## src/rtl/display_pkg.sv

```systemverilog
// rtl/display_pkg.sv - digit codes, segment patterns and decoder for the result display
package display_pkg;

    typedef logic [3:0] digit_code_t;

    localparam digit_code_t D_BLANK = 4'hA;
    localparam digit_code_t D_DASH  = 4'hB;

    // Active-low segments, bit order {g,f,e,d,c,b,a}
    localparam logic [6:0] SEG_0     = 7'b1000000;
    localparam logic [6:0] SEG_1     = 7'b1111001;
    localparam logic [6:0] SEG_2     = 7'b0100100;
    localparam logic [6:0] SEG_3     = 7'b0110000;
    localparam logic [6:0] SEG_4     = 7'b0011001;
    localparam logic [6:0] SEG_5     = 7'b0010010;
    localparam logic [6:0] SEG_6     = 7'b0000010;
    localparam logic [6:0] SEG_7     = 7'b1111000;
    localparam logic [6:0] SEG_8     = 7'b0000000;
    localparam logic [6:0] SEG_9     = 7'b0010000;
    localparam logic [6:0] SEG_BLANK = 7'b1111111;
    localparam logic [6:0] SEG_DASH  = 7'b0111111;

    localparam logic [3:0] ANODE_OFF = 4'b1111;

    typedef enum logic [1:0] {
        ST_IDLE,
        ST_SHIFT,
        ST_COMMIT
    } conv_state_t;

    function automatic logic [6:0] seg_decode(input digit_code_t d);
        logic [6:0] seg;
        case (d)
            4'd0:    seg = SEG_0;
            4'd1:    seg = SEG_1;
            4'd2:    seg = SEG_2;
            4'd3:    seg = SEG_3;
            4'd4:    seg = SEG_4;
            4'd5:    seg = SEG_5;
            4'd6:    seg = SEG_6;
            4'd7:    seg = SEG_7;
            4'd8:    seg = SEG_8;
            4'd9:    seg = SEG_9;
            D_DASH:  seg = SEG_DASH;
            default: seg = SEG_BLANK;
        endcase
        return seg;
    endfunction

endpackage

```

## src/rtl/bcd_converter_seq.sv

```systemverilog
// rtl/bcd_converter_seq.sv - sequential shift-add-3 binary to 4-digit BCD converter
module bcd_converter_seq
    import display_pkg::*;
#(
    parameter int VAL_W = 14
)
(
    input  logic                  clk,
    input  logic                  rst,
    input  logic                  load,
    input  logic [VAL_W-1:0]      value,
    output logic                  busy,
    output logic                  done,
    output logic [3:0][3:0]       bcd,
    output logic                  overflow
);

    localparam int CNT_W = (VAL_W > 1) ? $clog2(VAL_W) : 1;

    conv_state_t      state;
    logic [VAL_W-1:0] bin;
    logic [CNT_W-1:0] shift_cnt;
    logic [3:0][3:0]  adj;

    always_comb begin
        adj = bcd;
        for (int i = 0; i < 4; i++) begin
            if (bcd[i] >= 4'd5) begin
                adj[i] = bcd[i] + 4'd3;
            end
        end
    end

    // Any bit leaving the top nibble means a fifth decimal digit exists; keep it sticky.
    always_ff @(posedge clk) begin
        if (rst) begin
            state     <= ST_IDLE;
            busy      <= 1'b0;
            done      <= 1'b0;
            bin       <= '0;
            bcd       <= '0;
            overflow  <= 1'b0;
            shift_cnt <= '0;
        end else begin
            done <= 1'b0;
            if (load) begin
                state     <= ST_SHIFT;
                busy      <= 1'b1;
                bin       <= value;
                bcd       <= '0;
                overflow  <= 1'b0;
                shift_cnt <= '0;
            end else begin
                case (state)
                    ST_SHIFT: begin
                        {bcd, bin} <= {adj, bin} << 1;
                        overflow   <= overflow | adj[3][3];
                        if (shift_cnt == CNT_W'(VAL_W - 1)) begin
                            state <= ST_COMMIT;
                            busy  <= 1'b0;
                            done  <= 1'b1;
                        end else begin
                            shift_cnt <= shift_cnt + 1'b1;
                        end
                    end
                    ST_COMMIT: state <= ST_IDLE;
                    default:   state <= ST_IDLE;
                endcase
            end
        end
    end

endmodule

```

## src/rtl/result_display_driver.sv

```systemverilog
// rtl/result_display_driver.sv - binary result to multiplexed 4-digit 7-segment display
module result_display_driver
    import display_pkg::*;
#(
    parameter int VAL_W       = 14,
    parameter int REFRESH_DIV = 50000,
    parameter bit BLANK_LZ    = 1'b1
)
(
    input  logic             clk,
    input  logic             rst,
    input  logic             load,
    input  logic [VAL_W-1:0] value,
    output logic             busy,
    output logic             done,
    output logic [3:0]       anodo,
    output logic [6:0]       seven
);

    localparam int CNT_W = (REFRESH_DIV > 1) ? $clog2(REFRESH_DIV) : 1;

    logic            conv_busy;
    logic            conv_done;
    logic            conv_ovf;
    logic [3:0][3:0] conv_bcd;

    digit_code_t      digits      [4];
    digit_code_t      next_digits [4];
    logic [CNT_W-1:0] refresh_cnt;
    logic [1:0]       digit_idx;

    bcd_converter_seq #(
        .VAL_W (VAL_W)
    ) u_conv (
        .clk      (clk),
        .rst      (rst),
        .load     (load),
        .value    (value),
        .busy     (conv_busy),
        .done     (conv_done),
        .bcd      (conv_bcd),
        .overflow (conv_ovf)
    );

    // Blank zeros above the most significant nonzero digit; units always shown.
    always_comb begin
        for (int i = 0; i < 4; i++) begin
            next_digits[i] = conv_bcd[i];
        end
        if (conv_ovf) begin
            for (int i = 0; i < 4; i++) begin
                next_digits[i] = D_DASH;
            end
        end else if (BLANK_LZ) begin
            if (conv_bcd[3] == 4'd0) begin
                next_digits[3] = D_BLANK;
                if (conv_bcd[2] == 4'd0) begin
                    next_digits[2] = D_BLANK;
                    if (conv_bcd[1] == 4'd0) begin
                        next_digits[1] = D_BLANK;
                    end
                end
            end
        end
    end

    // busy/done trail the converter by one cycle so digits and done land on the same edge.
    always_ff @(posedge clk) begin
        if (rst) begin
            busy        <= 1'b0;
            done        <= 1'b0;
            refresh_cnt <= '0;
            digit_idx   <= 2'd0;
            anodo       <= ANODE_OFF;
            seven       <= SEG_BLANK;
            for (int i = 0; i < 4; i++) begin
                digits[i] <= D_BLANK;
            end
        end else begin
            busy <= conv_busy;
            done <= conv_done;
            if (conv_done) begin
                for (int i = 0; i < 4; i++) begin
                    digits[i] <= next_digits[i];
                end
            end
            if (refresh_cnt == CNT_W'(REFRESH_DIV - 1)) begin
                refresh_cnt <= '0;
                digit_idx   <= digit_idx + 2'd1;
            end else begin
                refresh_cnt <= refresh_cnt + 1'b1;
            end
            anodo <= ~(4'b0001 << digit_idx);
            seven <= seg_decode(digits[digit_idx]);
        end
    end

endmodule
```

## config.mk

```make
export PLATFORM = sky130hd
export DESIGN_NAME = result_display_driver
export DESIGN_NICKNAME = d
export VERILOG_FILES = /design/src/rtl/display_pkg.sv /design/src/rtl/bcd_converter_seq.sv /design/src/rtl/result_display_driver.sv
export SDC_FILE = /design/constraint.sdc
export NUM_CORES = 1
export LEC_CHECK = 0
export CORE_MARGIN = 3
export CORE_UTILIZATION = 58
export CTS_CLUSTER_SIZE = 20
export DETAILED_ROUTE_END_ITERATION = 12
export PLACE_DENSITY = 0.79
export SLEW_MARGIN = 40
export SYNTH_ARGS = -nofsm -noshare
export SYNTH_HDL_FRONTEND = slang
export SYNTH_SLANG_ARGS = --single-unit
```

## constraint.sdc

```tcl
create_clock -name clk -period 3.6 [get_ports clk]
set_clock_uncertainty 0.1 [all_clocks]
set_input_delay 0.54 -clock clk [delete_from_list [all_inputs] [get_ports clk]]
set_output_delay 0.54 -clock clk [all_outputs]
set_load 0.05 [all_outputs]
```

== After elaboration in Yosys (flattened, before gate mapping) ==
Memories as Yosys holds them, arrays and structs flattened. A register that Yosys moved wholly into a read port is not among the register bits.
Index checks and enable logic that the tools add are counted.
Storage, ports and cells
  ROM bits: 112
  output and inout bits: 13
  bits in registers: 63
  memories: 2
  memory bits (writable): 16
  word-level logic and storage cells: 81
  input port bits: 17
Operators by class
  eq/ne operators: 4
  magnitude comparators: 4
  shift operators: 1
  bitwise logic cells: 8
  reductions and logical operators: 10
  add/subtract/negate cells: 7
  muxes and demuxes: 29
Memory list
  (no name shown): depth 16, width 7, rd ports 1, clocked after Yosys merged registers in 1, wr ports 0, RTL line display_pkg.sv:33  | case (d)
  digits: depth 4, width 4, rd ports 1, clocked after Yosys merged registers in 1, wr ports 4, RTL line result_display_driver.sv:27  | digit_code_t digits [4];
Operators by type and width (number)
  two-way mux 4 bit: 10
  two-way mux 14 bit: 2
  two-way mux 12 bit: 2
  adder 16 x 1 -> 16 bit, second input constant: 1
  adder 4 x 2 -> 4 bit, second input constant: 4
  == test 16 bit, second input constant: 1
  greater-or-equal comparator 4 x 3 -> 1 bit, second input constant: 4
  zero test 4 bit: 3
  two-way mux 1 bit: 12
  two-way mux 8 bit: 1
  bitwise OR 1 bit: 5
  adder 4 x 1 -> 4 bit, second input constant: 1
  == test 4 bit, second input constant: 1
  two-way mux 2 bit: 2
  NOT 4 bit: 1
  AND reduction 2 bit: 2
  nonzero test 2 bit: 2
  OR reduction 2 bit: 2
  << shifter 1 x 2 -> 4 bit, first input constant: 1
  inequality test 3 x 2 -> 1 bit, second input constant: 1
  OR reduction 3 bit: 1
  adder 2 x 1 -> 2 bit, second input constant: 1
  == test 2 x 1 -> 1 bit, second input constant: 1
  NOT 1 bit: 2

== Depth between registers and ports, before layout ==
Gate-level depths: netlist (run 1).
  depth in word-level cells: 6
  mapped depth: 7
  gate-level depth less buffers: 7

== Cells and area by module ==
Synthesis (run 1) repeated with hierarchy kept, for this count alone.
Unflattened totals
  cell total of the unflattened synthesis: 429
  area, all modules: 4142.7 µm²
Modules (own cells, without submodules)
  result_display_driver: area each 2162.1 µm², seq. area each 1141.1 µm², cells an instance 198, times used 1
  bcd_converter_seq: area each 1980.6 µm², seq. area each 780.7 µm², cells an instance 231, times used 1

== Worst setup path before layout (run 1) ==
No wires, ideal clock.
  path type: reg2reg
  start point: register u_conv.bcd[12] (netlist name)
  end point: memory digits[1][0] (netlist name) (data pin)
  library setup time: 262 ps
  arrival time: 1589 ps
  required time: 3238 ps
  setup slack: 1649 ps
  stages on the path, launching flop included: 8
  path buffers: 0
  period minus slack after synthesis: 1951 ps
  path through: dfxtp_1 inv_1 ha_1 or3b_4 nor4b_4 nand3_1 a21oi_1 nor2_1
RTL lines
  start: declaration: RTL line bcd_converter_seq.sv:14  | output logic [3:0][3:0] bcd,
  start signal: assignment: RTL line bcd_converter_seq.sv:56  | {bcd, bin} <= {adj, bin} << 1;
  end: declaration: RTL line result_display_driver.sv:27

==> run metrics, run 1 <==
status=finished clean; Yosys reg bits=88; cells taking the most area after synthesis=dfxtp_1, edfxtp_1, ha_1; post-route DRC violation count=0; fmax=457 MHz; Synth Instances=448; Worst Path Arrival=2.19 ns; clock root buffer=clkbuf_8; Fin. Hold Viols=0; setup violators final=0; CTS tree=yes; crit-path cells=inv_1, ha_1, or3b_4, nor4b_4, inv_1, a21oi_1, nor2_1; EDFF count, synth=16; Syn Nets=486; port bufs=29; Post-DP HPWL=4750 um; final net count=509; via-per-instance ratio=5.35; CP peak stage delay=0.43 ns; grt total ovfl=0; WS Path Type=flop to flop; vias in the first global route=2687; area growth from synthesis to layout=12.2%; global placer's final weighted congestion=0.846; IO Pins=30; DR vias=2956; Worst EP required=3.60 ns; post-route ant nets=0; Leak=1.65 nW; die height=89.0 um; pwr dens=385 nW/um^2; Least-Margin Pin Slew=0.613 ns; clock-pin slew on the worst setup and hold paths=0.08 ns; RSZ-0062 raised after global routing=no; FFs w/ async S/R, synth=0%; starting density of the core=61.5%; total chip power=1.72 mW; Distinct cells, synth=44; clock buffers created by TritonCTS=9; Core Area=6490 um^2; wire length of the first global-routing pass=11700 um; most frequent cell after synthesis=dfxtp_1; period utilization=60.7%; CTS Buffer Depth=2; R2R setup slack=1.41 ns; hold buffer count at cts=0; DRT Wirelength=6640 um; Startpoint Class=flop; Setup TNS=0 ns; Placement Rows=29; htree depth=3; post-CTS setup buffer count=0; ant diodes=0; largest net degree at the start of global routing=34; Die W=89.0 um; Pre-antenna DRT Iters=4; Filler cells=504; syn avg cell area=8.91 um^2; ratio of cells with drive above 1 in the final layout=6.09%; clk_lat worst skew=0.35 ns; Buf/Inv on CP=2; Die ar.=7920 um^2; Synth Warn #=0; post-cts gate resize count=0; DR iter-0 viols=120; Final Core Density=69.0%; register area share after synthesis=48.1%; Rel. slew slack=59.0%; top cells by count, synth=dfxtp_1, nor2_1, nand2_1, a21oi_1, ha_1; Synth Cell Area=3990 um^2; post-synth top area share=36.1%; Pins Over Slew Limit=0; Max VDD drop=0.000283 V; Global Route Usage Sum=18.7%; drt wl/cell=12.0 um; CP max FO=5; Hold Crit Class=flop to flop; predominant post-synthesis flop cell=dfxtp_1; Max Cap Violations=0; CP delay by family, top=simple AND/OR/NAND/NOR gates; Hold WS=0.371 ns; initial antenna violation count=0; CP endpoint kind=flop; Top cell by count, worst path=inv_1; slowest stage cell, crit path=or3b_4; Num Clock Sinks=88; Period minus WS final=2.19 ns; post-synth top area cell=dfxtp_1
[per-layer routing]
metal	part of all wire (%)	vias to the layer above	track usage, %	wire (um)
li1	-	1541	-	-
met1	47	1360	23.4	3100
met2	49	50	31.6	3230
met3	3.5	5	5.53	229
met4	1.0	0	5.28	68
met5	0	-	0	0
[final timing paths]
path | from | endpoint | cells past startpoint
hold / removal | u_conv.bin[13] | u_conv.bcd[0] | 2
setup / recovery | u_conv.bcd[12] | digits[2][0] | 7
hold reg to reg | u_conv.bin[13] | u_conv.bcd[0] | 2
setup reg to reg | u_conv.bcd[12] | digits[2][0] | 7
[power by group]
part	internal (mW)	switching [mW]	total (mW)
sequential	1.02	0.0105	1.03
combinational	0.0431	0.0614	0.105
clock	0.254	0.337	0.590
[kinds of logic (layout without fill, tap and decap cells)]
group / Yosys count / count (layout) / share of synthesized area, %
compound gates: 78 / 78 / 10.5
fa+ha+maj: 21 / 21 / 6.58
mux: 10 / 10 / 3.57
buf+inv: 40 / 68 / 4.32
xor+xnor: 26 / 26 / 5.70
flops: 88 / 88 / 48.1
simple gates: 185 / 185 / 21.2
[cell type report]
type                       count  area (um^2)  area share (%)
multi-input combinational    320         1900            42.4
tap                           77         96.3            2.15
sequential                    88         1920            42.9
clock buffer                  10          128            2.85
timing repair buffer          33          320            7.15
clock inverter                 6         41.3           0.922
inverter                      19         71.3            1.59
[cell usage in the layout, fill, tap and decap left out, types with 2 or more instances in the layout]
cell type,instances
dfxtp_1,72
nor2_1,70
nand2_1,56
a21oi_1,52
clkdlybuf4s50_1,29
ha_1,21
inv_1,19
o21ai_0,16
edfxtp_1,16
nand3_1,13
xnor2_1,13
xor2_1,13
nand2b_1,11
clkbuf_8,9
nand4_1,7
mux2i_1,6
nor3_1,6
and2_1,6
buf_4,4
or2_2,3
inv_6,3
mux4_2,2
a21o_1,2
and3_1,2
a31oi_1,2
or3_1,2
clkinv_1,2
[registers in the layout, indices dropped and copies added, names as in the netlist, 2 cells and up, named ones only]
register and flops:
anodo 4, refresh_cnt 16, seven 7, u_conv.bcd 16, digit_idx 2, u_conv.bin 14, u_conv.state 2, u_conv.shift_cnt 4
digits 16
[stage by stage]
step / cell area [um^2] / worst slack [ns] / instances
3_5_place_dp: 4310 / 1.33 / 537
3_3_place_gp: 4310 / 1.34 / 537
2_1_floorplan: 3990 / 1.65 / 448
4_1_cts: 4480 / 1.42 / 553
6_report: 4480 / 1.41 / 553
5_1_grt: 4480 / 1.25 / 553
[tightest hold or removal path: cells and delay by family (launching register included)]
family	cells	cell delay (ns)
flip-flops	1	0.32
AO/OA/AOI/OAI	1	0.05
AND/OR/NAND/NOR	1	0.06
Note: power is estimated with default switching activity, not from simulation.
==> run 2: changes to the inputs <==
Clock period 3.6 ns to 2.26 ns, I/O delays scaled along.
==> run 2 against run 1 <==
Compared with the run above:
- combinational power is 64% higher
- largest power group unchanged
- highest routed layer unchanged
- via count grew 0.74%
- critical path depth stayed put
- largest cell class unchanged
- critical endpoint is now digits[1][0]
==> run metrics, run 2 (synthesized netlist as in run 1, its figures left out) <==
combinational share of power=6.1%; CP delay by family, top=simple AND/OR/NAND/NOR gates; RSZ-0062 raised after global routing=no; DR iter-0 viols=103; IO Pins=30; Final Core Density=69.6%; Startpoint Class=flop; CP peak stage delay=0.42 ns; Post-DP Area=4340 um^2; via-per-instance ratio=5.35; Buf/Inv on CP=1; pwr dens=620 nW/um^2; Worst Path Arrival=2.09 ns; crit-path cells=inv_1, ha_1, or3b_4, nor4b_4, nand3_1, a21oi_1, nor2_1; Seq pwr share=58.5%; FF-to-FF path depth=7; NetSw=0.675 mW; slowest stage cell, crit path=or3b_4; grt total ovfl=0; drt wl/cell=12.6 um; WS Path Type=flop to flop; port bufs=29; Pre-antenna DRT Iters=4; final worst setup slack=0.185 ns; fmax=482 MHz; clock buffers created by TritonCTS=9; wire length of the first global-routing pass=12200 um; Hold Crit Class=flop to flop; largest net degree at the start of global routing=34; ratio of cells with drive above 1 in the final layout=7.29%; post-cts gate resize count=0; Rel. slew slack=66.6%; Hold WS=0.369 ns; min-delay src=u_conv.bin[13]; Internal=2.13 mW; final instance area=4520 um^2; hold depth=2; Period minus WS final=2.07 ns; Least-Margin Pin Slew=0.500 ns; post-CTS setup buffer count=0; Core Area=6490 um^2; Setup TNS=0 ns; Num Clock Sinks=88; start point of the critical path=u_conv.bcd[12]; Post-DP HPWL=4890 um; Placement Rows=29; Worst EP required=2.28 ns; Die W=89.0 um; post-route DRC violation count=0; global placer's final weighted congestion=0.820; Pins Over Slew Limit=0; r2r endpoint=digits[1][0]; initial antenna violation count=0; most common cell after layout, fill and taps aside=dfxtp_1; Die ar.=7920 um^2; CTS tree=yes; CTS Buffer Depth=2; clock-pin slew on the worst setup and hold paths=0.09 ns; CP endpoint kind=flop; switching share of power=24.1%; setup violators final=0; commonest non-fill, non-tap cells in the layout=dfxtp_1, nor2_1, nand2_1; Filler cells=496; Final Non-Filler Cells=557; total chip power=2.80 mW; worst reg2reg startpoint=u_conv.bcd[12]; dpl cells=541; CP max FO=5; Max VDD drop=0.000371 V; DRT Wirelength=7010 um; worst hold endpoint=u_conv.bcd[0]; clk_lat worst skew=0.36 ns; ant diodes=0; top flop regs=digits: 16 flops, refresh_cnt: 16 flops, u_conv.bcd: 16 flops; Global Route Usage Sum=19.7%; htree depth=3; Max Cap Violations=0; starting density of the core=61.5%; clock root buffer=clkbuf_8; vias in the first global route=2863; final net count=513; clock group share of total power=35.3%; R2R setup slack=0.19 ns; DR vias=2978; post-place setup slack=0.189 ns; area growth from synthesis to layout=13.2%; post-route ant nets=0; hold buffer count at cts=0; period utilization=91.8%; Fin. Hold Viols=0; Leak=1.68 nW; die height=89.0 um; status=finished clean
[run 2: cell type report]
| cell class | instances | area, um^2 | share of cell area [%] |
|---|---|---|---|
| repair buffers | 37 | 350 | 7.75 |
| inverters | 19 | 71.3 | 1.58 |
| clock inverters | 6 | 43.8 | 0.969 |
| clock buffers | 10 | 138 | 3.05 |
| multi-input cells | 320 | 1900 | 42.0 |
| flip-flops and latches | 88 | 1920 | 42.5 |
| well taps | 77 | 96.3 | 2.13 |
[run 2: power by group through the flow]
stage / registers, mW / logic, mW / clock network [mW]
after floorplan: 1.68 / 0.106 / 0
after global placement: 1.68 / 0.168 / 0
after detailed placement: 1.68 / 0.172 / 0
after CTS: 1.64 / 0.173 / 1.03
after global routing: 1.64 / 0.192 / 1.09
final: 1.64 / 0.172 / 0.990
[run 2: metal layers]
layer  track usage, %  routed length [um]
met1             23.7                3210
met2             33.5                3400
met3             3.96                 220
met4             10.0                 186
met5                0                   0
[run 2: how the worst max path moves through the flow]
| stage | depth (start not counted) | endpoint |
|---|---|---|
| floorplan | 7 | digits[1][0] |
| global placement | 7 | digits[1][0] |
| detailed placement | 7 | digits[1][0] |
| CTS | 7 | digits[1][0] |
| global route | 7 | digits[1][0] |
| finish | 7 | digits[1][0] |
[run 2: worst register-to-register path: stages, from the launching register on]
cell and delay (ns):
dfxtp_1 0.35, inv_1 0.11, ha_1 0.22, or3b_4 0.42
nor4b_4 0.32, nand3_1 0.11, a21oi_1 0.16, nor2_1 0.05
==> run 3: changes to the inputs <==
Settings changed: CORE_ASPECT_RATIO set to 1.2, CORE_UTILIZATION 58 to 52, PLACE_DENSITY 0.79 to 0.75.
Clock period 2.26 ns to 1.8 ns, I/O delays scaled along.
==> run 3 against run 2 <==
Compared with the run above:
- sequential share of layout area fell by 2.2 points
- clock-buffer cell count up 2
- first-iteration DRC count shrank 25%
- routed wire length increased by 6.8%
- combinational power rose by 34%
- die area grew 11%
- worst setup slack got worse by 0.23 ns
- critical endpoint unchanged
- non-clock buffer count increased by 25
- the run now ends with setup timing left
- flip-flop and latch count unchanged
- hold slack got worse by 0.0059 ns
==> run metrics, run 3 (synthesized netlist as in run 1, its figures left out) <==
r2r endpoint=digits[1][0]; most common cell after layout, fill and taps aside=nor2_1; commonest non-fill, non-tap cells in the layout=nor2_1, dfxtp_1, nand2_1; DR vias=3128; CTS tree=yes; Die W=86.0 um; start point of the critical path=u_conv.bcd[13]; area growth from synthesis to layout=19.6%; global placer's final weighted congestion=0.808; Worst Path Arrival=1.86 ns; Worst setup endpoint=digits[1][0]; R2R setup slack=-0.05 ns; Pins Over Slew Limit=0; Core Area=7360 um^2; Final Core Density=64.9%; Die ar.=8770 um^2; worst reg2reg startpoint=u_conv.bcd[13]; clock root buffer=clkbuf_8; Fin. Hold Viols=0; IO Pins=30; post-route DRC violation count=0; Post-DP HPWL=5120 um; fmax=542 MHz; clock buffers created by TritonCTS=9; status=finished with violations; initial antenna violation count=0; die height=102 um; DRT Wirelength=7490 um; Leak=1.81 nW; Period minus WS final=1.85 ns; RSZ-0062 raised after global routing=yes; CP max FO=3; final net count=538; Global Route Usage Sum=17.6%; wire length on met2=3790 um; hold depth=2; FF-to-FF path depth=7; failing checks=setup timing; Startpoint Class=flop; Max VDD drop=0.000483 V; Num Clock Sinks=88; final worst setup slack=-0.0463 ns; Pre-antenna DRT Iters=4; clk_lat worst skew=0.35 ns; starting density of the core=54.3%; pwr dens=758 nW/um^2; hold buffer count at cts=0; port bufs=29; CP endpoint kind=flop; Placement Rows=34; post-route ant nets=0; wire length of the first global-routing pass=12500 um; largest net degree at the start of global routing=34; drt wl/cell=12.6 um; met3 WL=216 um; grt total ovfl=0; vias in the first global route=2858; Worst EP required=1.81 ns; Least-Margin Pin Slew=0.485 ns; ratio of cells with drive above 1 in the final layout=16.8%; CTS Buffer Depth=2; period utilization=103%; Hold Crit Class=flop to flop; htree depth=3; DR iter-0 viols=77; Max Cap Violations=0; Top Metal Used=met4; setup violators final=1; Rel. slew slack=67.8%; ant diodes=0; via-per-instance ratio=5.26; Setup TNS=-0.0463 ns; clock-pin slew on the worst setup and hold paths=0.08 ns; M1 WL=3290 um; WS Path Type=flop to flop; top flop regs=digits: 16 flops, refresh_cnt: 16 flops, u_conv.bcd: 16 flops
==> run 3: routing by layer <==
| layer | vias up | track usage, % |
|---|---|---|
| met3 | 17 | 2.74 |
| met4 | 0 | 9.14 |
| met1 | 1457 | 21.3 |
| met2 | 52 | 30.4 |
| met5 | - | 0 |
| li1 | 1602 | - |
==> run 3: final cells by class <==
class	instances	area, um^2
inverter	19	71.3
timing repair buffer	62	508
sequential	88	1930
multi-input combinational	320	1960
clock buffer	12	166
tap	90	113
fill	607	2580
clock inverter	4	33.8
==> run 3: report_power, final <==
part	total [mW]	switching, mW	internal [mW]	leakage (nW)
combinational	0.230	0.129	0.101	0.984
sequential	2.06	0.0219	2.04	0.723
clock	1.33	0.692	0.637	0.100
total	3.62	0.843	2.78	1.81
==> run 3: worst min path at each step <==
stage	from	end	slack, ns
3_3_place_gp	u_conv.bin[13]	u_conv.bcd[0]	0.34
6_report	u_conv.bin[13]	u_conv.bcd[0]	0.36
3_5_place_dp	u_conv.bin[13]	u_conv.bcd[0]	0.35
2_1_floorplan	value[0]	u_conv.bin[0]	0.31
4_1_cts	u_conv.bin[13]	u_conv.bcd[0]	0.37
5_1_grt	u_conv.busy	busy	0.38
==> run 3: stage by stage <==
| stage | instances | hold slack, ns | setup slack, ns | total power, mW | area [um^2] |
|---|---|---|---|---|---|
| after floorplan | 448 | 0.313 | -0.00190 | 2.24 | 4000 |
| after global placement | 578 | 0.343 | -0.0692 | 2.33 | 4520 |
| after detailed placement | 578 | 0.354 | -0.0993 | 2.34 | 4520 |
| after CTS | 595 | 0.365 | -0.0517 | 3.66 | 4730 |
| after global routing | 595 | 0.385 | -0.104 | 3.76 | 4780 |
| final | 595 | 0.363 | -0.0463 | 3.62 | 4780 |
==> run 3: what timing repair did <==
action | in CTS | in global routing
setup buffers | 1 | 1
gates resized for setup | 5 | 8
hold endpoints to repair | 0 | 0
pin swaps | 1 | 4
endpoints found under the setup margin | 9 | 13
==> run 3: critical path: stages, from the launching register on <==
cell and delay, ns:
dfxtp_2 0.33, inv_2 0.07, ha_4 0.13, or3b_4 0.39, nor4b_4 0.26, nand3_1 0.13
a21oi_2 0.13, nor2_1 0.06
